$ cat src/rtl/mem_dp_burst_ctl_pkg.sv
// Shared types and constants for the dual-port memory burst initiator.
package mem_dp_burst_ctl_pkg;
   localparam int unsigned MEM_DEPTH = 512;
   localparam int unsigned ADR_W     = 9;
   localparam int unsigned DATA_W    = 32;
   localparam int unsigned LEN_W     = 4;
   localparam int unsigned BE_W      = DATA_W / 8;

   typedef enum logic [1:0] {
      ST_IDLE  = 2'd0,
      ST_WRITE = 2'd1,
      ST_READ  = 2'd2,
      ST_CLEAR = 2'd3
   } state_e;

   typedef struct packed {
      logic              last;
      logic [DATA_W-1:0] data;
   } rsp_t;
endpackage

$ cat src/rtl/mem_dp_rsp_buf.sv
// Two-entry response FIFO holding {last, data}; occupancy feeds the read credit check.
module mem_dp_rsp_buf
   import mem_dp_burst_ctl_pkg::*;
(
   input  logic       clk,
   input  logic       rst_n,
   input  logic       i_push,
   input  rsp_t       i_push_entry,
   input  logic       i_pop,
   output rsp_t       o_head,
   output logic       o_valid,
   output logic [1:0] o_occ
);
   rsp_t       ent_q [2];
   rsp_t       ent_d [2];
   logic       wptr_q, wptr_d;
   logic       rptr_q, rptr_d;
   logic [1:0] occ_q, occ_d;
   logic       pop_ok;

   assign pop_ok = i_pop && (occ_q != 2'd0);

   always_comb begin
      ent_d[0] = ent_q[0];
      ent_d[1] = ent_q[1];
      wptr_d   = wptr_q ^ i_push;
      rptr_d   = rptr_q ^ pop_ok;
      occ_d    = occ_q + 2'(i_push) - 2'(pop_ok);
      if (i_push) ent_d[wptr_q] = i_push_entry;
   end

   always_ff @(posedge clk or negedge rst_n) begin
      if (!rst_n) begin
         for (int i = 0; i < 2; i++) ent_q[i] <= '0;
         wptr_q <= 1'b0;
         rptr_q <= 1'b0;
         occ_q  <= 2'd0;
      end else begin
         for (int i = 0; i < 2; i++) ent_q[i] <= ent_d[i];
         wptr_q <= wptr_d;
         rptr_q <= rptr_d;
         occ_q  <= occ_d;
      end
   end

   assign o_head  = ent_q[rptr_q];
   assign o_valid = (occ_q != 2'd0);
   assign o_occ   = occ_q;
endmodule

$ cat src/rtl/mem_dp_burst_ctl.sv
// Burst read/write/clear initiator for one port of the 512x32 byte-enabled memory.
module mem_dp_burst_ctl
   import mem_dp_burst_ctl_pkg::*;
(
   input  logic              clk,
   input  logic              rst_n,
   input  logic              i_clr,
   input  logic              i_req_valid,
   output logic              o_req_ready,
   input  logic              i_req_wr,
   input  logic [ADR_W-1:0]  i_req_adr,
   input  logic [LEN_W-1:0]  i_req_len,
   input  logic [BE_W-1:0]   i_req_be,
   input  logic              i_wr_valid,
   output logic              o_wr_ready,
   input  logic [DATA_W-1:0] i_wr_data,
   output logic              o_rd_valid,
   input  logic              i_rd_ready,
   output logic [DATA_W-1:0] o_rd_data,
   output logic              o_rd_last,
   output logic              o_busy,
   output logic              o_mem_en,
   output logic [BE_W-1:0]   o_mem_wen,
   output logic [ADR_W-1:0]  o_mem_adr,
   output logic [DATA_W-1:0] o_mem_wdata,
   input  logic [DATA_W-1:0] i_mem_rdata
);
   state_e             state_q, state_d;
   logic [ADR_W-1:0]   adr_q, adr_d;
   logic [LEN_W-1:0]   rem_q, rem_d;
   logic [BE_W-1:0]    be_q, be_d;
   logic               infl_q, infl_d;
   logic               infl_last_q, infl_last_d;
   logic [1:0]         occ;
   logic [2:0]         used_c;
   logic               rd_pop;
   logic               rd_issue;
   rsp_t               head;

   // A pop this cycle frees its slot, which keeps reads at one beat per cycle.
   assign rd_pop   = o_rd_valid && i_rd_ready;
   assign used_c   = 3'(occ) + 3'(infl_q) - 3'(rd_pop);
   assign rd_issue = (state_q == ST_READ) && (used_c < 3'd2);

   always_comb begin
      state_d     = state_q;
      adr_d       = adr_q;
      rem_d       = rem_q;
      be_d        = be_q;
      infl_d      = rd_issue;
      infl_last_d = rd_issue && (rem_q == '0);
      o_mem_en    = 1'b0;
      o_mem_wen   = '0;
      o_mem_wdata = '0;
      case (state_q)
         ST_IDLE: begin
            if (i_clr) begin
               state_d = ST_CLEAR;
               adr_d   = '0;
            end else if (i_req_valid) begin
               adr_d   = i_req_adr;
               rem_d   = i_req_len;
               be_d    = i_req_be;
               state_d = i_req_wr ? ST_WRITE : ST_READ;
            end
         end
         ST_WRITE: begin
            if (i_wr_valid) begin
               o_mem_en    = 1'b1;
               o_mem_wen   = be_q;
               o_mem_wdata = i_wr_data;
               adr_d       = adr_q + ADR_W'(1);
               rem_d       = rem_q - LEN_W'(1);
               if (rem_q == '0) state_d = ST_IDLE;
            end
         end
         ST_READ: begin
            if (rd_issue) begin
               o_mem_en = 1'b1;
               adr_d    = adr_q + ADR_W'(1);
               rem_d    = rem_q - LEN_W'(1);
               if (rem_q == '0) state_d = ST_IDLE;
            end
         end
         ST_CLEAR: begin
            o_mem_en  = 1'b1;
            o_mem_wen = '1;
            adr_d     = adr_q + ADR_W'(1);
            if (adr_q == ADR_W'(MEM_DEPTH - 1)) state_d = ST_IDLE;
         end
         default: state_d = ST_IDLE;
      endcase
   end

   always_ff @(posedge clk or negedge rst_n) begin
      if (!rst_n) begin
         state_q     <= ST_IDLE;
         adr_q       <= '0;
         rem_q       <= '0;
         be_q        <= '0;
         infl_q      <= 1'b0;
         infl_last_q <= 1'b0;
      end else begin
         state_q     <= state_d;
         adr_q       <= adr_d;
         rem_q       <= rem_d;
         be_q        <= be_d;
         infl_q      <= infl_d;
         infl_last_q <= infl_last_d;
      end
   end

   mem_dp_rsp_buf u_rsp_buf (
      .clk          (clk),
      .rst_n        (rst_n),
      .i_push       (infl_q),
      .i_push_entry ('{last: infl_last_q, data: i_mem_rdata}),
      .i_pop        (rd_pop),
      .o_head       (head),
      .o_valid      (o_rd_valid),
      .o_occ        (occ)
   );

   assign o_rd_data   = head.data;
   assign o_rd_last   = head.last;
   assign o_req_ready = (state_q == ST_IDLE) && !i_clr;
   assign o_wr_ready  = (state_q == ST_WRITE);
   assign o_busy      = (state_q != ST_IDLE) || infl_q || (occ != 2'd0);
   assign o_mem_adr   = adr_q;
endmodule

$ cat config.mk
export PLATFORM = sky130hd
export DESIGN_NAME = mem_dp_burst_ctl
export DESIGN_NICKNAME = d
export VERILOG_FILES = /design/src/rtl/mem_dp_burst_ctl_pkg.sv /design/src/rtl/mem_dp_rsp_buf.sv /design/src/rtl/mem_dp_burst_ctl.sv
export SDC_FILE = /design/constraint.sdc
export NUM_CORES = 1
export LEC_CHECK = 0
export BUFFER_PORTS_ARGS = -buffer_cell sky130_fd_sc_hd__clkbuf_2
export CORE_AREA = 2 2 113 115
export DETAILED_ROUTE_END_ITERATION = 7
export DIE_AREA = 0 0 115 117
export SLEW_MARGIN = 25
export SYNTH_ARGS = -nofsm -noshare
export SYNTH_HDL_FRONTEND = slang
export SYNTH_SLANG_ARGS = --single-unit
$ cat constraint.sdc
create_clock -name clk -period 3.8 [get_ports clk]
set_input_delay 0.57 -clock clk [delete_from_list [all_inputs] [get_ports clk]]
set_output_delay 0.57 -clock clk [all_outputs]
set_load 0.01 [all_outputs]
---- After elaboration in Yosys (flattened, before gate mapping) ----
Cells that the tools add are included.
storage, ports and cells
  output and inout port bits .............. 83
  input port bits ......................... 88
  register bits ........................... 91
  word-level logic and storage cells ...... 87
operators by class
  add/sub/neg operators ................... 6
  order comparisons ....................... 4
  muxes and demuxes ....................... 31
  reductions and logical operators ........ 18
  bitwise logic cells ..................... 5
  equality and inequality tests ........... 10
operator list
  kind                                                                count
  33-bit 2-to-1 mux                                                   4
  66-bit bitwise mux                                                  1
  32-bit 2-to-1 mux                                                   2
  9-bit 2-to-1 mux                                                    4
  9-bit one-hot mux with 4 select lines                               1
  33-bit demux with 1-bit select                                      1
  4-bit 2-to-1 mux                                                    5
  2-bit 2-to-1 mux                                                    7
  4-bit one-hot mux with 3 select lines                               1
  2-bit inequality test, second input constant                        5
  9-bit by 1-bit adder with 9-bit output, second input constant       1
  9-bit equality test, second input constant                          1
  2-bit one-hot mux with 4 select lines                               1
  4-bit one-hot mux with 2 select lines                               1
  1-bit logical AND                                                   6
  3-bit AND reduction                                                 2
  5-bit AND reduction                                                 1
  2-bit equality test, second input constant                          2
  2-bit >= comparator, second input constant                          2
  4-bit zero test                                                     1
  1-bit inverter with 2-bit output                                    2
  4-bit AND reduction                                                 1
  2-bit nonzero test                                                  2
  4-bit by 1-bit subtractor with 4-bit output, second input constant  1
  other kinds (16)                                                    19

---- Longest topological paths before layout ----
Gate-level depths: netlist of run 1.
  depth after elaboration ................. 7
  depth in mapped cells ................... 12
  gate-level depth less buffers ........... 11

---- By module ----
A second synthesis of run 1 with hierarchy kept.
second synthesis, totals
  cells, all modules ...................... 393
  area total of the unflattened synthesis .. 5291.3 um^2
modules (own cells, without submodules)
  module            times used  area an instance (um^2)  sequential area each (um^2)  cells each
  mem_dp_rsp_buf    1           3519.6                   1751.7                       194
  mem_dp_burst_ctl  1           1771.7                   525.5                        199

---- Worst setup path after synthesis of run 1 ----
OpenSTA, ideal clock, no wires.
  path type ............................... register to register
  from .................................... register u_rsp_buf.occ_q[1] (netlist: u_rsp_buf.o_occ[1])
  to ...................................... register adr_q[3] (netlist: o_mem_adr[3])
  data required time ...................... 3665 ps
  arrival ................................. 2794 ps
  path slack .............................. 870 ps
  period minus slack after synthesis ...... 2930 ps
  stages on the path, launching flop included .. 13
  path buffers ............................ 1
  library setup time ...................... 135 ps
  cell sequence ........................... dfrtp_1 > or2_2 > and2_1 > ha_1 > inv_1 > ha_1 > inv_1 > fa_1 > or2b_2 > o211a_1 > buf_2 > a41oi_1 > o211ai_1
between the ends
  longest elaborated chain between the ends .. 7
  elaborated cells on any way between the ends .. 8
  those cells by class .................... add/sub: 2; order compare: 1; eq/ne: 1; reduce/logical: 4
RTL lines
  item                                           line                     RTL
  start: declaration                             mem_dp_rsp_buf.sv:18     logic [1:0] occ_q, occ_d;
  start signal: assignment                       mem_dp_rsp_buf.sv:37     occ_q <= 2'd0;
  start signal: assignment                       mem_dp_rsp_buf.sv:42     occ_q <= occ_d;
  2-bit nonzero test                             mem_dp_rsp_buf.sv:47     assign o_valid = (occ_q != 2'd0);
  named net o_rd_valid                           mem_dp_burst_ctl.sv:17   output logic o_rd_valid,
  1-bit logical AND                              mem_dp_burst_ctl.sv:41   assign rd_pop = o_rd_valid && i_rd_ready;
  3-bit by 1-bit subtractor with 3-bit output    mem_dp_burst_ctl.sv:42   assign used_c = 3'(occ) + 3'(infl_q) - 3'(rd_pop);
  3-bit by 2-bit < comparator with 1-bit output  mem_dp_burst_ctl.sv:43   assign rd_issue = (state_q == ST_READ) && (used_c < 3'd2);
  1-bit logical AND                              mem_dp_burst_ctl.sv:43
  2-bit inequality test (no source line)         --
  3-bit AND reduction (no source line)           --
  end signal: assignment                         mem_dp_burst_ctl.sv:105  adr_q <= adr_d;
  end: declaration                               mem_dp_burst_ctl.sv:29   logic [ADR_W-1:0] adr_q, adr_d;
The timed path passes the listed nets, and every way through them passes these cells.
A chain may end at the register's enable or synchronous reset.

---- Worst setup path in the final report of run 1 ----
  from .................................... register u_rsp_buf.occ_q[1] (netlist: u_rsp_buf.o_occ[1])
  to ...................................... output port o_mem_en
between the ends
  longest elaborated chain between the ends .. 7
  elaborated cells on any way between the ends .. 8
  those cells by class .................... add/sub: 2; order compare: 1; mux: 2; reduce/logical: 3
RTL lines
  item                                                                            line                    RTL
  branches (longest 2 deep; another with 2-bit by 1-bit adder with 3-bit output)  --
  3-bit by 1-bit subtractor with 3-bit output *                                   mem_dp_burst_ctl.sv:42
  3-bit by 2-bit < comparator with 1-bit output *                                 mem_dp_burst_ctl.sv:43
  1-bit logical AND *                                                             mem_dp_burst_ctl.sv:43
  1-bit 2-to-1 mux *                                                              mem_dp_burst_ctl.sv:78  if (rd_issue) begin
  1-bit one-hot mux with 3 select lines *                                         mem_dp_burst_ctl.sv:55  case (state_q)
  end: declaration                                                                mem_dp_burst_ctl.sv:22  output logic o_mem_en,
Mark *: on every way between the ends.

==> results of run 1 <==
==> per-stage QoR <==
stage                     utilization (%)  area (um2)  power [mW]  hold slack, ns  setup WS [ns]
final                                48.1        5930        4.77           0.257          0.347
after global routing                 48.1        5930        5.13           0.326          0.112
after CTS                            48.1        5920        4.83           0.432          0.309
after detailed placement             45.5        5600        3.85           0.492          0.604
after global placement               45.5        5600        3.77           0.483          0.660
after floorplan                         -        4640        3.14           0.274          0.870
==> cell families after synthesis <==
logic type	count (synthesis)	synth area share (%)
fa+ha+maj	12	3.40
buf+inv	41	3.61
mux	106	25.6
simple gates	88	11.7
flops	91	49.1
xor+xnor	2	0.378
compound gates	42	6.23
==> metal layers <==
metal | vias up | GRT usage [%] | wire, um
li1 | 1695 | - | -
met1 | 1764 | 21.5 | 5020
met2 | 97 | 26.3 | 5160
met3 | 13 | 3.60 | 534
met4 | 0 | 5.94 | 168
met5 | - | 0 | 0
==> flip-flops by register name (all words and copies together), names as in the netlist <==
signal / flops
infl_q: 1
u_rsp_buf.rptr_q: 1
rem_q: 4
u_rsp_buf.wptr_q: 1
u_rsp_buf.ent_q: 66
state_q: 2
u_rsp_buf.o_occ: 2
infl_last_q: 1
be_q: 4
o_mem_adr: 9
==> power by group through the flow <==
stage	Combinational (mW)	Sequential, mW	Clock (mW)
final	2.19	1.63	0.955
after global routing	2.42	1.68	1.02
after CTS	2.22	1.63	0.981
after detailed placement	2.21	1.64	0
after global placement	2.15	1.61	0
after floorplan	1.56	1.58	0
==> how the worst max path moves through the flow <==
stage / slack (ns) / depth (start not counted) / endpoint
finish: 0.35 / 11 / o_mem_en
global route: 0.11 / 11 / o_mem_en
CTS: 0.31 / 11 / o_mem_en
detailed placement: 0.60 / 11 / o_mem_adr[7]$_DFFE_PN0P_
global placement: 0.66 / 11 / o_mem_adr[7]$_DFFE_PN0P_
floorplan: 0.87 / 12 / o_mem_adr[3]$_DFFE_PN0P_
==> cells in the mapped netlist, types with 2 or more instances <==
library cell  number  area, um2
a211o_1            2       17.5
a21o_1             4       30.0
a21oi_1            3       15.0
a22oi_1            2       15.0
a31oi_1            3       18.8
a41oi_1            3       26.3
and2_1             2       12.5
and2b_2            2       17.5
and3_1            35        219
and3_2             2       15.0
buf_2              2       10.0
clkbuf_1          20       75.1
dfrtp_1           91       2280
ha_1              11        138
inv_1             16       60.1
mux2_2           103       1160
mux2i_1            3       30.0
nand2_1            5       18.8
nand2b_1           3       18.8
nand3_1            5       25.0
nand3b_1           3       22.5
nand4_1            5       31.3
nor2_1             7       26.3
nor2b_1            3       18.8
nor3_1             5       25.0
nor3b_1            2       15.0
o211ai_1           4       30.0
o21ai_0           12       60.1
o31ai_1            3       22.5
==> worst max-delay path, delay by kind of cell, from the launching register on <==
kind / cells / cell delay [ns]
AO/OA/AOI/OAI: 1 / 0.15
XOR/XNOR: 1 / 0.26
adder cells (fa/ha/maj): 3 / 0.77
buffers and inverters: 3 / 0.26
AND/OR/NAND/NOR: 3 / 0.69
flip-flops: 1 / 0.42
==> layout make-up <==
type / instances / area [um2] / area share [%]
sequential: 91 / 2280 / 38.4
clock buffer: 10 / 229 / 3.86
tap: 150 / 188 / 3.17
inverter: 17 / 63.8 / 1.08
multi-input combinational: 250 / 2200 / 37.1
timing repair buffer: 173 / 880 / 14.8
clock inverter: 6 / 90.1 / 1.52
==> metrics.cfg, run 1 <==
[status]
status=completed

[global_routing]
grt_pass1_wl_um=17200
gr-usage-all-layers_pct=16.2
grt_max_degree=79
grt_pass1_vias=3544
grt_overflow_total=0
antenna_found_initial=0

[cells_and_area]
fin_nets=642
finalNonFillerCells=697
area_growth_pct=27.8
layout_common_cells=clkbuf_2 (169), mux2_2 (103), dfrtp_1 (91)
n_antenna_cell=0
final_common_cell=clkbuf_2
drive_above_1_share_pct=55.6
nFillCells=1140

[yosys]
synth_nets=482
synth_edf_count=0
syn-cell-area_um2=4640
netlist_instances=382
synth_warnings=0
async_flop_share_pct=100
synth_seq_cells=91
synthFlopType=dfrtp_1
yosysSeqAreaShare_pct=49.1
syn_avg_cell_area_um2=12.1
ys_types=50

[clock_tree]
clock_latency_ns=0.34
cts_tree=built
cts.path.max_buffers=2
post_cts_buffers=0
clkTransAtPathRegs_ns=0.06
cts.sinks=91
hold_buffers=0
cts_inserted_buffers=9
root_buffer=clkbuf_16
post_cts_resized=0
h-tree-depth=3

[drt]
dr.first_iter.drc_count=220
first_pass_iters=4
drcViolationCount=0
viasPerCell=5.12
dr_total_vias=3569
wire_per_inst_um=15.6
wirelength_um=10900
ant_nets=0

[critical_path]
crit_chain=or2_2 > and2_1 > ha_1 > inv_1 > ha_1 > inv_1 > fa_1 > xnor2_1 > nand3_1 > a21oi_1 > clkbuf_2
rrSetupSlack_ns=0.59
cp_slowest_cell=dfrtp_1
critPathLaunchType=flop
cp.arrival_ns=2.88
crit_type=reg -> out
crit_required_ns=3.23
reg2reg_depth=11
max_stage_delay_ns=0.42
end_kind=output pin
r2r_end=o_mem_adr[7]$_DFFE_PN0P_
cp_max_fo=3
cp-startpoint=u_rsp_buf.o_occ[1]$_DFF_PN0_
r2r-start=u_rsp_buf.o_occ[1]$_DFF_PN0_

[sta]
max_freq_mhz=290
hold_viol=0
rsz0062_at_grt=false
setup_tns_ns=0
finalCriticalPeriod_ns=3.45
setup_viol=0
maxSlewViolCount=0
clock_skew_ns=0.00599
period_share_pct=90.9
timing.slew.headroom_pct=42.1
tightest_slew_ns=0.868

[power_and_ir_drop]
p_int_mw=3.03
powerDensity_nw_per_um2=804
p_leak_nw=3.20
peakVddDrop_mv=0.278
p_sw_mw=1.73
combPwrFrac_pct=45.9
swShare_pct=36.4
clock_power_share_pct=20.0
p_seq_share_pct=34.1

[worst_hold_path]
hold_path.class=in -> async

[die]
core_um2=12300
die_x_um=115
ioPinCount=171
die_area_um2=13500
die_h_um=117
placementRows=41
initial_core_util_pct=37.7

[place]
dp_cells=681
place_congestion=0.804
place.port_buffers=170
post-dp-hpwl_um=7740

[run]
max-cap-violations=0

Power figures use the tool's default switching activity.
==> run 2: changes to the inputs <==
--- a/config.mk
+++ b/config.mk
@@ -9,6 +9,7 @@
 export CORE_AREA = 2 2 113 115
 export DETAILED_ROUTE_END_ITERATION = 7
 export DIE_AREA = 0 0 115 117
+export PLACE_DENSITY_LB_ADDON = 0.3
 export SLEW_MARGIN = 25
 export SYNTH_ARGS = -nofsm -noshare
 export SYNTH_HDL_FRONTEND = slang
==> run 2 against run 1 <==
  * Register-to-register slack worse by 0.04 ns
  * Combinational power hardly changed
  * Wire length shrank 0.41%
  * Sequential share of layout area rose by 0.29 points
  * Worst hold slack better by 0.036 ns
  * Utilization shrank 0.36 points
  * Setup slack worse by 0.043 ns
  * Highest routed layer unchanged
==> metrics.cfg, run 2 (same netlist as run 1, synthesis figures left out) <==
[global_routing]
grt_overflow_total=0  ; unchanged
grt_max_degree=92  ; +16%
grt_pass1_vias=3534  ; -0.28%
grt_pass1_wl_um=16900  ; -2.0%
gr-usage-all-layers_pct=16.0  ; -0.24 points
antenna_found_initial=0  ; unchanged

[clock_tree]
cts.sinks=91  ; unchanged
cts_tree=built
root_buffer=clkbuf_16
hold_buffers=0  ; unchanged
clock_latency_ns=0.34  ; about the same
post_cts_resized=0  ; unchanged
post_cts_buffers=0  ; unchanged
h-tree-depth=3  ; unchanged
cts.path.max_buffers=2  ; unchanged
clkTransAtPathRegs_ns=0.06  ; about the same
cts_inserted_buffers=9  ; unchanged

[sta]
setup_tns_ns=0  ; unchanged
setup_viol=0  ; unchanged
rsz0062_at_grt=false
max_freq_mhz=286  ; -1.2%
tightest_slew_ns=0.912  ; +0.0435 ns
clock_skew_ns=0.00491  ; -0.00108 ns
maxSlewViolCount=0  ; unchanged
finalCriticalPeriod_ns=3.50  ; +0.0427 ns
period_share_pct=92.0  ; +1.1 points
hold_viol=0  ; unchanged
timing.slew.headroom_pct=39.2  ; -2.9 points

[die]
placementRows=41  ; unchanged
die_h_um=117  ; unchanged
core_um2=12300  ; unchanged
initial_core_util_pct=37.7  ; unchanged
die_area_um2=13500  ; unchanged
ioPinCount=171  ; unchanged
die_x_um=115  ; unchanged

[power_and_ir_drop]
peakVddDrop_mv=0.301  ; +8.2%
powerDensity_nw_per_um2=796  ; -1.0%
p_leak_nw=3.18  ; -0.51%

[cells_and_area]
largest_reg_flops=66  ; unchanged
drive_above_1_share_pct=55.3  ; -0.24 points
final_common_cell=clkbuf_2
final_area_um2=5880  ; -0.74%
n_antenna_cell=0  ; unchanged
nFillCells=1143  ; +0.26%
area_growth_pct=26.8
fin_nets=641  ; -0.16%
layout_common_cells=clkbuf_2 (169), mux2_2 (103), dfrtp_1 (91)
top_register=u_rsp_buf.ent_q

[drt]
dr_total_vias=3576  ; +0.20%
dr.first_iter.drc_count=200  ; -9.1%
ant_nets=0  ; unchanged
drcViolationCount=0  ; unchanged
first_pass_iters=4  ; unchanged
wirelength_um=10800  ; -0.41%
wire_per_inst_um=15.6  ; about the same
viasPerCell=5.15  ; +0.63%

[critical_path]
r2r_end=o_mem_adr[7]$_DFFE_PN0P_
crit_required_ns=3.23  ; about the same
rrSetupSlack_ns=0.55  ; -0.04 ns
cp_max_fo=3  ; unchanged
reg2reg_depth=11  ; unchanged
critPathLaunchType=flop
end_kind=output pin
crit_type=reg -> out
r2r-start=u_rsp_buf.o_occ[1]$_DFF_PN0_
cp.arrival_ns=2.93  ; +0.05 ns

[run]
max-cap-violations=0  ; unchanged

[place]
place.port_buffers=170  ; unchanged
placed_cell_area_um2=5600  ; about the same
post-dp-hpwl_um=7620  ; -1.6%
place_congestion=0.857  ; +6.6%

[status]
status=completed

[worst_hold_path]
hold_path.class=in -> async

-- run 2: how the worst max path moves through the flow --
stage                                      start                        to  slack (ns)  cells after the start
floorplan           u_rsp_buf.o_occ[1]$_DFF_PN0_  o_mem_adr[3]$_DFFE_PN0P_        0.87                     12
global placement    u_rsp_buf.o_occ[1]$_DFF_PN0_  o_mem_adr[7]$_DFFE_PN0P_        0.66                     11
detailed placement  u_rsp_buf.o_occ[1]$_DFF_PN0_  o_mem_adr[7]$_DFFE_PN0P_        0.58                     11
CTS                 u_rsp_buf.o_occ[1]$_DFF_PN0_                  o_mem_en        0.27                     11
global route        u_rsp_buf.o_occ[1]$_DFF_PN0_                  o_mem_en        0.11                     11
finish              u_rsp_buf.o_occ[1]$_DFF_PN0_                  o_mem_en        0.30                     11
-- run 2: where the power goes --
group / total [mW] / switching [mW] / internal (mW)
Sequential: 1.63 / 0.251 / 1.37
Clock: 0.863 / 0.345 / 0.518
Combinational: 2.20 / 1.12 / 1.08
-- run 2: worst max-delay path, stage by stage, from the launching register on --
cell and delay (ns):
dfrtp_1 0.42, or2_2 0.33, and2_1 0.19, ha_1 0.27
inv_1 0.06, ha_1 0.13, inv_1 0.04, fa_1 0.37
xnor2_1 0.24, nand3_1 0.16, a21oi_1 0.21, clkbuf_2 0.18
-- run 2: final cells by class --
cell class / count / area, um2 / area share (%)
well taps: 150 / 188 / 3.19
flip-flops and latches: 91 / 2280 / 38.7
clock buffers: 11 / 243 / 4.13
multi-input cells: 250 / 2200 / 37.4
repair buffers: 172 / 872 / 14.8
inverters: 17 / 63.8 / 1.08
clock inverters: 3 / 40.0 / 0.681
-- run 2: metrics by stage --
step	util, %	power, mW	setup slack (ns)	hold WS, ns	cells
after global routing	47.8	5.02	0.114	0.393	694
after floorplan	-	3.14	0.870	0.274	382
after detailed placement	45.5	3.85	0.581	0.492	680
after CTS	47.8	4.74	0.269	0.351	694
after global placement	45.5	3.76	0.656	0.483	680
final	47.8	4.68	0.304	0.293	694
-- run 2: metal layers --
| metal | GRT usage (%) | vias up | share of wire [%] | routed length (um) |
|---|---|---|---|---|
| met2 | 25.6 | 113 | 48 | 5190 |
| met1 | 21.2 | 1759 | 45 | 4920 |
| met5 | 0 | - | 0 | 0 |
| met3 | 3.04 | 10 | 5.4 | 588 |
| li1 | - | 1694 | - | - |
| met4 | 7.23 | 0 | 1.4 | 151 |
==> run 3: changes to the inputs <==
--- a/config.mk
+++ b/config.mk
@@ -7,6 +7,7 @@
 export LEC_CHECK = 0
 export BUFFER_PORTS_ARGS = -buffer_cell sky130_fd_sc_hd__clkbuf_2
 export CORE_AREA = 2 2 113 115
+export CTS_BUF_LIST = sky130_fd_sc_hd__clkbuf_16
 export DETAILED_ROUTE_END_ITERATION = 7
 export DIE_AREA = 0 0 115 117
 export PLACE_DENSITY_LB_ADDON = 0.3
==> run 3 against run 2 <==
  * Combinational power barely moved
  * Worst hold slack did not move
  * Highest routed layer unchanged
  * Sequential share of layout area rose by 0.066 points
  * Critical path type unchanged
  * Critical path depth did not move
==> metrics.cfg, run 3 (same netlist as run 1, synthesis figures left out) <==
[status]
status=completed

[critical_path]
cp_slowest_cell=dfrtp_1
crit_chain=or2_2 > and2_1 > ha_1 > inv_1 > ha_1 > inv_1 > fa_1 > xnor2_1 > nand3_1 > a21oi_1 > clkbuf_2
critPathLaunchType=flop
end_kind=output pin
max_stage_delay_ns=0.42  ; about the same
rrSetupSlack_ns=0.55  ; about the same
crit_type=reg -> out
cp.arrival_ns=2.93  ; about the same
cp_max_fo=3  ; unchanged
crit_required_ns=3.23  ; about the same

[cells_and_area]
n_antenna_cell=0  ; unchanged
fin_nets=641  ; unchanged
drive_above_1_share_pct=55.1  ; -0.18 points
area_growth_pct=26.6
final_common_cell=clkbuf_2
layout_common_cells=clkbuf_2 (169), mux2_2 (103), dfrtp_1 (91)
top_register=u_rsp_buf.ent_q
largest_reg_flops=66  ; unchanged

[power_and_ir_drop]
finalPower_mw=4.66  ; -0.50%
peakVddDrop_mv=0.300  ; -0.16%
powerDensity_nw_per_um2=794  ; -0.33%
p_leak_nw=3.18  ; about the same

[die]
core_um2=12300  ; unchanged
die_area_um2=13500  ; unchanged
die_x_um=115  ; unchanged
ioPinCount=171  ; unchanged
placementRows=41  ; unchanged
initial_core_util_pct=37.7  ; unchanged
die_h_um=117  ; unchanged

[clock_tree]
cts.path.max_buffers=2  ; unchanged
cts.sinks=91  ; unchanged
clkTransAtPathRegs_ns=0.06  ; about the same
cts_tree=built
cts_inserted_buffers=9  ; unchanged
clock_latency_ns=0.34  ; about the same
post_cts_resized=0  ; unchanged
h-tree-depth=3  ; unchanged
hold_buffers=0  ; unchanged
post_cts_buffers=0  ; unchanged
root_buffer=clkbuf_16

[run]
max-cap-violations=0  ; unchanged

[drt]
viasPerCell=5.15  ; unchanged
wirelength_um=10800  ; about the same
drcViolationCount=0  ; unchanged
wire_per_inst_um=15.6  ; about the same
ant_nets=0  ; unchanged
dr.first_iter.drc_count=200  ; unchanged
first_pass_iters=4  ; unchanged
dr_total_vias=3576  ; unchanged

[global_routing]
grt_pass1_wl_um=16900  ; unchanged
grt_pass1_vias=3534  ; unchanged
gr-usage-all-layers_pct=16.0  ; unchanged
antenna_found_initial=0  ; unchanged
grt_overflow_total=0  ; unchanged
grt_max_degree=92  ; unchanged

[sta]
finalCriticalPeriod_ns=3.50  ; unchanged
rsz0062_at_grt=false
hold_viol=0  ; unchanged
clock_skew_ns=0.00421  ; -0.000693 ns
period_share_pct=92.0  ; unchanged
maxSlewViolCount=0  ; unchanged
max_freq_mhz=286  ; unchanged
timing.slew.headroom_pct=39.2  ; about the same
setup_tns_ns=0  ; unchanged
setup_viol=0  ; unchanged
tightest_slew_ns=0.912  ; -0.00000322 ns

[place]
post-dp-hpwl_um=7620  ; unchanged
place.port_buffers=170  ; unchanged
place_congestion=0.857  ; unchanged

[worst_hold_path]
hold_path.class=in -> async

run 3: changes by cell type in the layout (fill, tap and decap cells not counted):
cell      change
clkbuf_1      -1
clkbuf_8      -1
clkinv_1      +1
inv_1         +1
run 3: worst max-delay path, delay by kind of cell (launching register included):
family,cells,cell delay (ns)
buf+inv,3,0.28
simple gates,3,0.68
compound gates,1,0.21
fa+ha+maj,3,0.77
flops,1,0.42
xor+xnor,1,0.24
run 3: layout make-up:
type,instances,area [um2]
timing repair buffer,172,872
tap,150,188
sequential,91,2280
multi-input combinational,250,2200
clock buffer,9,225
inverter,17,63.8
clock inverter,5,47.5
fill,1144,6440
run 3: metrics by stage:
step / util (%) / cell area [um2] / hold slack, ns / setup WS [ns] / std cells
after floorplan: - / 4640 / 0.274 / 0.870 / 382
after global placement: 45.5 / 5600 / 0.483 / 0.656 / 680
after detailed placement: 45.5 / 5600 / 0.492 / 0.581 / 680
after CTS: 47.7 / 5870 / 0.351 / 0.269 / 694
after global routing: 47.7 / 5870 / 0.393 / 0.114 / 694
final: 47.7 / 5870 / 0.293 / 0.304 / 694
run 3: path summary, 6_finish.rpt:
path                                                 start                         endpoint  depth (start not counted)
min in group clk                               i_req_be[2]              be_q[2]$_DFFE_PN0P_                          2
max reg2reg                   u_rsp_buf.o_occ[1]$_DFF_PN0_         o_mem_adr[7]$_DFFE_PN0P_                         11
min                                                  rst_n  u_rsp_buf.ent_q[13]$_DFFE_PN0P_                          1
max                           u_rsp_buf.o_occ[1]$_DFF_PN0_                         o_mem_en                         11
min reg2reg                u_rsp_buf.ent_q[30]$_DFFE_PN0P_  u_rsp_buf.ent_q[30]$_DFFE_PN0P_                          1
max in group asynchronous                            rst_n  u_rsp_buf.ent_q[35]$_DFFE_PN0P_                          1
run 3: power breakdown:
part	total (mW)	internal [mW]	switching [mW]
Clock	0.839	0.495	0.344
Sequential	1.63	1.37	0.251
Combinational	2.20	1.08	1.12
run 3: routing by layer:
metal	track usage, %	share of wire (%)	vias to the layer above
li1	-	-	1694
met1	21.2	45	1759
met2	25.6	48	113
met3	3.04	5.4	10
met4	7.23	1.4	0
met5	0	0	-
